**src/rtl/dmem_arb_pkg.sv**
```systemverilog
// Shared types for the data-memory arbiter: FSM states, requester identity,
// and the round-robin priority helper.
package dmem_arb_pkg;

   typedef enum logic [1:0] {IDLE, ISSUE, WAIT, RESP} arb_state_e;

   typedef enum logic {OWNER_C = 1'b0, OWNER_E = 1'b1} arb_owner_e;

   function automatic arb_owner_e other_owner(input arb_owner_e o);
      return (o == OWNER_C) ? OWNER_E : OWNER_C;
   endfunction

endpackage

```
**src/rtl/rr_pick2.sv**
```systemverilog
// Two-way round-robin pick: a lone requester always wins, a tie goes to
// whichever requester currently holds priority.
module rr_pick2
   import dmem_arb_pkg::*;
(
   input  logic       c_req,
   input  logic       e_req,
   input  arb_owner_e prio,
   output logic       valid,
   output arb_owner_e winner
);

   always_comb begin
      valid = c_req | e_req;
      if (c_req && e_req) begin
         winner = prio;
      end else if (e_req) begin
         winner = OWNER_E;
      end else begin
         winner = OWNER_C;
      end
   end

endmodule

```
**src/rtl/dmem_arbiter.sv**
```systemverilog
// Serialises core (C) and external (E) accesses onto one single-port data
// memory; read data is routed back only to the requester that issued it.
module dmem_arbiter
   import dmem_arb_pkg::*;
#(
   parameter int DATA_WIDTH  = 32,
   parameter int ADDR_WIDTH  = 9,
   parameter int MEM_LATENCY = 1
) (
   input  logic                  clk,
   input  logic                  rst,
   input  logic                  c_req,
   input  logic                  c_we,
   input  logic [ADDR_WIDTH-1:0] c_addr,
   input  logic [DATA_WIDTH-1:0] c_wdata,
   output logic                  c_gnt,
   output logic                  c_rvalid,
   output logic [DATA_WIDTH-1:0] c_rdata,
   input  logic                  e_req,
   input  logic                  e_we,
   input  logic [ADDR_WIDTH-1:0] e_addr,
   input  logic [DATA_WIDTH-1:0] e_wdata,
   output logic                  e_gnt,
   output logic                  e_rvalid,
   output logic [DATA_WIDTH-1:0] e_rdata,
   output logic                  m_re,
   output logic                  m_we,
   output logic [ADDR_WIDTH-1:0] m_addr,
   output logic [DATA_WIDTH-1:0] m_wdata,
   input  logic [DATA_WIDTH-1:0] m_rdata
);

   localparam int CNT_W = (MEM_LATENCY > 1) ? $clog2(MEM_LATENCY) : 1;

   arb_state_e            state_reg, state_next;
   arb_owner_e            owner_reg, owner_next;
   arb_owner_e            prio_reg, prio_next;
   logic [CNT_W-1:0]      cnt_reg, cnt_next;
   logic                  m_re_reg, m_re_next;
   logic                  m_we_reg, m_we_next;
   logic [ADDR_WIDTH-1:0] m_addr_reg, m_addr_next;
   logic [DATA_WIDTH-1:0] m_wdata_reg, m_wdata_next;
   logic                  c_gnt_reg, c_gnt_next;
   logic                  e_gnt_reg, e_gnt_next;
   logic                  c_rvalid_reg, c_rvalid_next;
   logic                  e_rvalid_reg, e_rvalid_next;
   logic [DATA_WIDTH-1:0] c_rdata_reg, c_rdata_next;
   logic [DATA_WIDTH-1:0] e_rdata_reg, e_rdata_next;

   logic       pick_valid;
   arb_owner_e pick_winner;

   rr_pick2 u_pick (
      .c_req  (c_req),
      .e_req  (e_req),
      .prio   (prio_reg),
      .valid  (pick_valid),
      .winner (pick_winner)
   );

   always_comb begin
      state_next    = state_reg;
      owner_next    = owner_reg;
      prio_next     = prio_reg;
      cnt_next      = cnt_reg;
      m_re_next     = 1'b0;
      m_we_next     = 1'b0;
      m_addr_next   = m_addr_reg;
      m_wdata_next  = m_wdata_reg;
      c_gnt_next    = 1'b0;
      e_gnt_next    = 1'b0;
      c_rvalid_next = 1'b0;
      e_rvalid_next = 1'b0;
      c_rdata_next  = c_rdata_reg;
      e_rdata_next  = e_rdata_reg;

      case (state_reg)
         IDLE: begin
            // The winner's fields go straight into the memory-side registers,
            // so ISSUE presents them without another cycle of delay.
            if (pick_valid) begin
               owner_next = pick_winner;
               prio_next  = other_owner(pick_winner);
               state_next = ISSUE;
               if (pick_winner == OWNER_C) begin
                  m_we_next    = c_we;
                  m_re_next    = ~c_we;
                  m_addr_next  = c_addr;
                  m_wdata_next = c_wdata;
                  c_gnt_next   = 1'b1;
               end else begin
                  m_we_next    = e_we;
                  m_re_next    = ~e_we;
                  m_addr_next  = e_addr;
                  m_wdata_next = e_wdata;
                  e_gnt_next   = 1'b1;
               end
            end
         end
         ISSUE: begin
            if (m_re_reg) begin
               state_next = WAIT;
               cnt_next   = CNT_W'(MEM_LATENCY - 1);
            end else begin
               state_next = IDLE;
            end
         end
         WAIT: begin
            if (cnt_reg == '0) begin
               state_next = RESP;
               if (owner_reg == OWNER_C) begin
                  c_rvalid_next = 1'b1;
                  c_rdata_next  = m_rdata;
               end else begin
                  e_rvalid_next = 1'b1;
                  e_rdata_next  = m_rdata;
               end
            end else begin
               cnt_next = cnt_reg - CNT_W'(1);
            end
         end
         RESP: begin
            state_next = IDLE;
         end
         default: begin
            state_next = IDLE;
         end
      endcase
   end

   always_ff @(posedge clk or negedge rst) begin
      if (!rst) begin
         state_reg    <= IDLE;
         owner_reg    <= OWNER_C;
         prio_reg     <= OWNER_C;
         cnt_reg      <= '0;
         m_re_reg     <= 1'b0;
         m_we_reg     <= 1'b0;
         m_addr_reg   <= '0;
         m_wdata_reg  <= '0;
         c_gnt_reg    <= 1'b0;
         e_gnt_reg    <= 1'b0;
         c_rvalid_reg <= 1'b0;
         e_rvalid_reg <= 1'b0;
         c_rdata_reg  <= '0;
         e_rdata_reg  <= '0;
      end else begin
         state_reg    <= state_next;
         owner_reg    <= owner_next;
         prio_reg     <= prio_next;
         cnt_reg      <= cnt_next;
         m_re_reg     <= m_re_next;
         m_we_reg     <= m_we_next;
         m_addr_reg   <= m_addr_next;
         m_wdata_reg  <= m_wdata_next;
         c_gnt_reg    <= c_gnt_next;
         e_gnt_reg    <= e_gnt_next;
         c_rvalid_reg <= c_rvalid_next;
         e_rvalid_reg <= e_rvalid_next;
         c_rdata_reg  <= c_rdata_next;
         e_rdata_reg  <= e_rdata_next;
      end
   end

   assign m_re     = m_re_reg;
   assign m_we     = m_we_reg;
   assign m_addr   = m_addr_reg;
   assign m_wdata  = m_wdata_reg;
   assign c_gnt    = c_gnt_reg;
   assign e_gnt    = e_gnt_reg;
   assign c_rvalid = c_rvalid_reg;
   assign e_rvalid = e_rvalid_reg;
   assign c_rdata  = c_rdata_reg;
   assign e_rdata  = e_rdata_reg;

endmodule

```
**config.mk**
```make
export PLATFORM = sky130hd
export DESIGN_NAME = dmem_arbiter
export DESIGN_NICKNAME = d
export VERILOG_FILES = /design/src/rtl/dmem_arb_pkg.sv /design/src/rtl/rr_pick2.sv /design/src/rtl/dmem_arbiter.sv
export SDC_FILE = /design/constraint.sdc
export NUM_CORES = 1
export LEC_CHECK = 0
export BUFFER_PORTS_ARGS = -buffer_cell sky130_fd_sc_hd__buf_2
export CAP_MARGIN = 20
export CORE_MARGIN = 8
export CORE_UTILIZATION = 50
export CTS_BUF_LIST = sky130_fd_sc_hd__clkbuf_16
export CTS_CLUSTER_SIZE = 14
export DETAILED_ROUTE_END_ITERATION = 6
export PLACE_DENSITY = 0.88
export SLEW_MARGIN = 10
export SYNTH_ARGS = -nofsm -noshare
export SYNTH_HDL_FRONTEND = slang
export SYNTH_SLANG_ARGS = --single-unit
```
**constraint.sdc**
```tcl
create_clock -name clk -period 2.1 [get_ports clk]
set_input_delay 0.42 -clock clk [delete_from_list [all_inputs] [get_ports clk]]
set_output_delay 0.42 -clock clk [all_outputs]
set_load 0.02 [all_outputs]
```
==> results.cfg <==
[clocking]
clkTransAtPathRegs_ps = 50
post_cts.repair.setup_buffers = 0
cts_resized = 0
clock_latency_ps = 410
cts-htree-levels = 4
cts_tree = built
cts_made_buffers = 17
ctsLongestPathBuffers = 2
clock-root-buffer = clkbuf_16
cts.sinks = 115

[timing]
setup_viol = 0
min_period_ps = 1760
fin_ws_ps = 337
hold_slack_ps = 242
min_period_over_period_pct = 84.0
hold_viol = 0
clock_skew_ps = 8.78
worst_pin_slew_ps = 962
setup_tns_ps = 0
max_freq_mhz = 567
drv_slew = 0
max_slew_margin_pct = 35.9
rsz0062_at_grt = no

[status]
status = completed

[grt]
grt_max_degree = 46
grt_pass1_wl_um = 23700
grt_use_total_pct = 22.8
first_global_vias = 4725
antenna_found_initial = 0
grt_overflow = 0

[final_layout]
nNetsFinal = 752
syn_to_final_growth_pct = 36.8
nFillCells = 691
drive_gt1_share_pct = 49.5
n_antenna_cell = 0
final_cell_mix = buf_2, dfrtp_1, a21oi_1, o21ai_0, nand3_1
final_common_cell = buf_2
fin_area_sq_um = 6770

[detailed_routing]
drt_wl_total_um = 14900
vias_per_cell = 5.49
drc = 0
drtAntennaViolNets = 0
dr.pass1.iters = 5
vias = 4268
wl_per_cell_um = 19.2
first_iter_violations = 288

[critical_path]
crit_chain = nor2_4 > and2_2 > a31oi_1
end_kind = flop
crit_required_ps = 2330
slowest_delay_ps = 790
worstPathMaxFanout = 42
crit_family = simple AND/OR/NAND/NOR gates
cp_data_arrival_time_ps = 1990
r2r_cells = 3
path_buf_inv = 0
startpoint_type = flop
slowest_stage = and2_2
r2r-end = m_wdata[21]
criticalPathCategory = flop to flop
r2r_slack_ps = 340

[pwr]
powerDensity_nw_per_um2 = 1680
p_leak_uw = 0.00320
ir_worst_vdd_mv = 0.812

[placed_design]
hpwl_um = 10800
portBuffers = 230
placed_area_sq_um = 6210
pre_cts_slack_ps = 254
globalplace.congestion = 0.788

[synthesis]
postSynthAreaPerCell_sq_um = 12.2
synthCells = 405
seq_area_frac_synth_pct = 58.2
synth_nets = 525
ys_ff_latch = 115
synth.distinct_cells = 24
syn_area_sq_um = 4950
ys_warn_count = 0

[hold_path]
hp-start = m_rdata[14]
min_to = c_rdata[14]
min_path_cells = 2
hp-class = primary input to flop

[run]
drv_cap = 0

[floorplanning]
die_h_um = 115
rows = 36
io_pins = 231
die-width_um = 115
fp.coreArea_sq_um = 9680
dieArea_sq_um = 13300
initial_core_util_pct = 51.1
-- cell usage after synthesis, drive strengths merged --
library cell / n / share of area (%)
nand2b: 2 / 0.25
o21ai: 43 / 4.3
nand3: 42 / 4.2
nor2: 4 / 0.51
nand2: 2 / 0.15
inv: 2 / 0.15
clkbuf: 24 / 1.8
a21o: 1 / 0.15
and2: 1 / 0.13
nand3b: 1 / 0.23
or2: 1 / 0.13
a31oi: 42 / 7.8
buf: 14 / 2.5
mux2: 64 / 15
a21oi: 44 / 4.5
and2b: 1 / 0.15
and3: 2 / 0.25
dfrtp: 115 / 58
-- what timing repair did --
item,CTS,global route
endpoints found under the hold margin,33,0
endpoints found under the setup margin,0,0
hold buffers,1,0
-- metrics by stage --
stage	std cells	utilization [%]	power, uW
finish	777	69.9	11400
global route	777	69.9	12000
CTS	777	69.9	11500
detailed placement	745	64.1	8800
global placement	745	64.1	8560
floorplan	405	-	7030
-- power breakdown --
group	switching [uW]	internal, uW	leakage, uW	total [uW]
clock	945	1700	0.000267	2650
combinational	3020	1790	0.00158	4810
sequential	612	3320	0.00135	3940
total	4580	6810	0.00320	11400
-- kinds of logic (layout without fill, tap and decap cells) --
group / Yosys count / in the layout / share of synthesized area, %
compound gates: 130 / 130 / 16.8
buf+inv: 40 / 279 / 4.45
flops: 115 / 115 / 58.2
mux: 64 / 64 / 14.6
simple gates: 56 / 56 / 6.04
-- layout make-up --
class,instances,area [sq um],area share [%]
sequential,115,2880,42.5
multi-input combinational,250,1860,27.4
timing repair buffer,246,1310,19.4
clock buffer,17,425,6.28
tap,133,166,2.46
clock inverter,14,124,1.83
inverter,2,7.51,0.111
-- metal layers --
| layer | global-route usage, % | share of wire [%] | vias to the layer above |
|---|---|---|---|
| li1 | - | - | 1942 |
| met1 | 26.6 | 39 | 2071 |
| met2 | 38.4 | 50 | 228 |
| met3 | 6.83 | 9.5 | 27 |
| met4 | 9.63 | 1.9 | 0 |
| met5 | 0 | 0 | - |
-- how the worst max path moves through the flow --
| stage | startpoint | end | slack (ps) | depth (start not counted) |
|---|---|---|---|---|
| floorplan | e_req | m_wdata[1] | 730 | 6 |
| global placement | c_req | m_re | 330 | 4 |
| detailed placement | c_req | m_wdata[21] | 250 | 4 |
| CTS | flop | m_wdata[21] | 320 | 3 |
| global route | flop | m_wdata[21] | 190 | 3 |
| finish | flop | m_wdata[21] | 340 | 3 |
(Power assumes the default switching activity.)
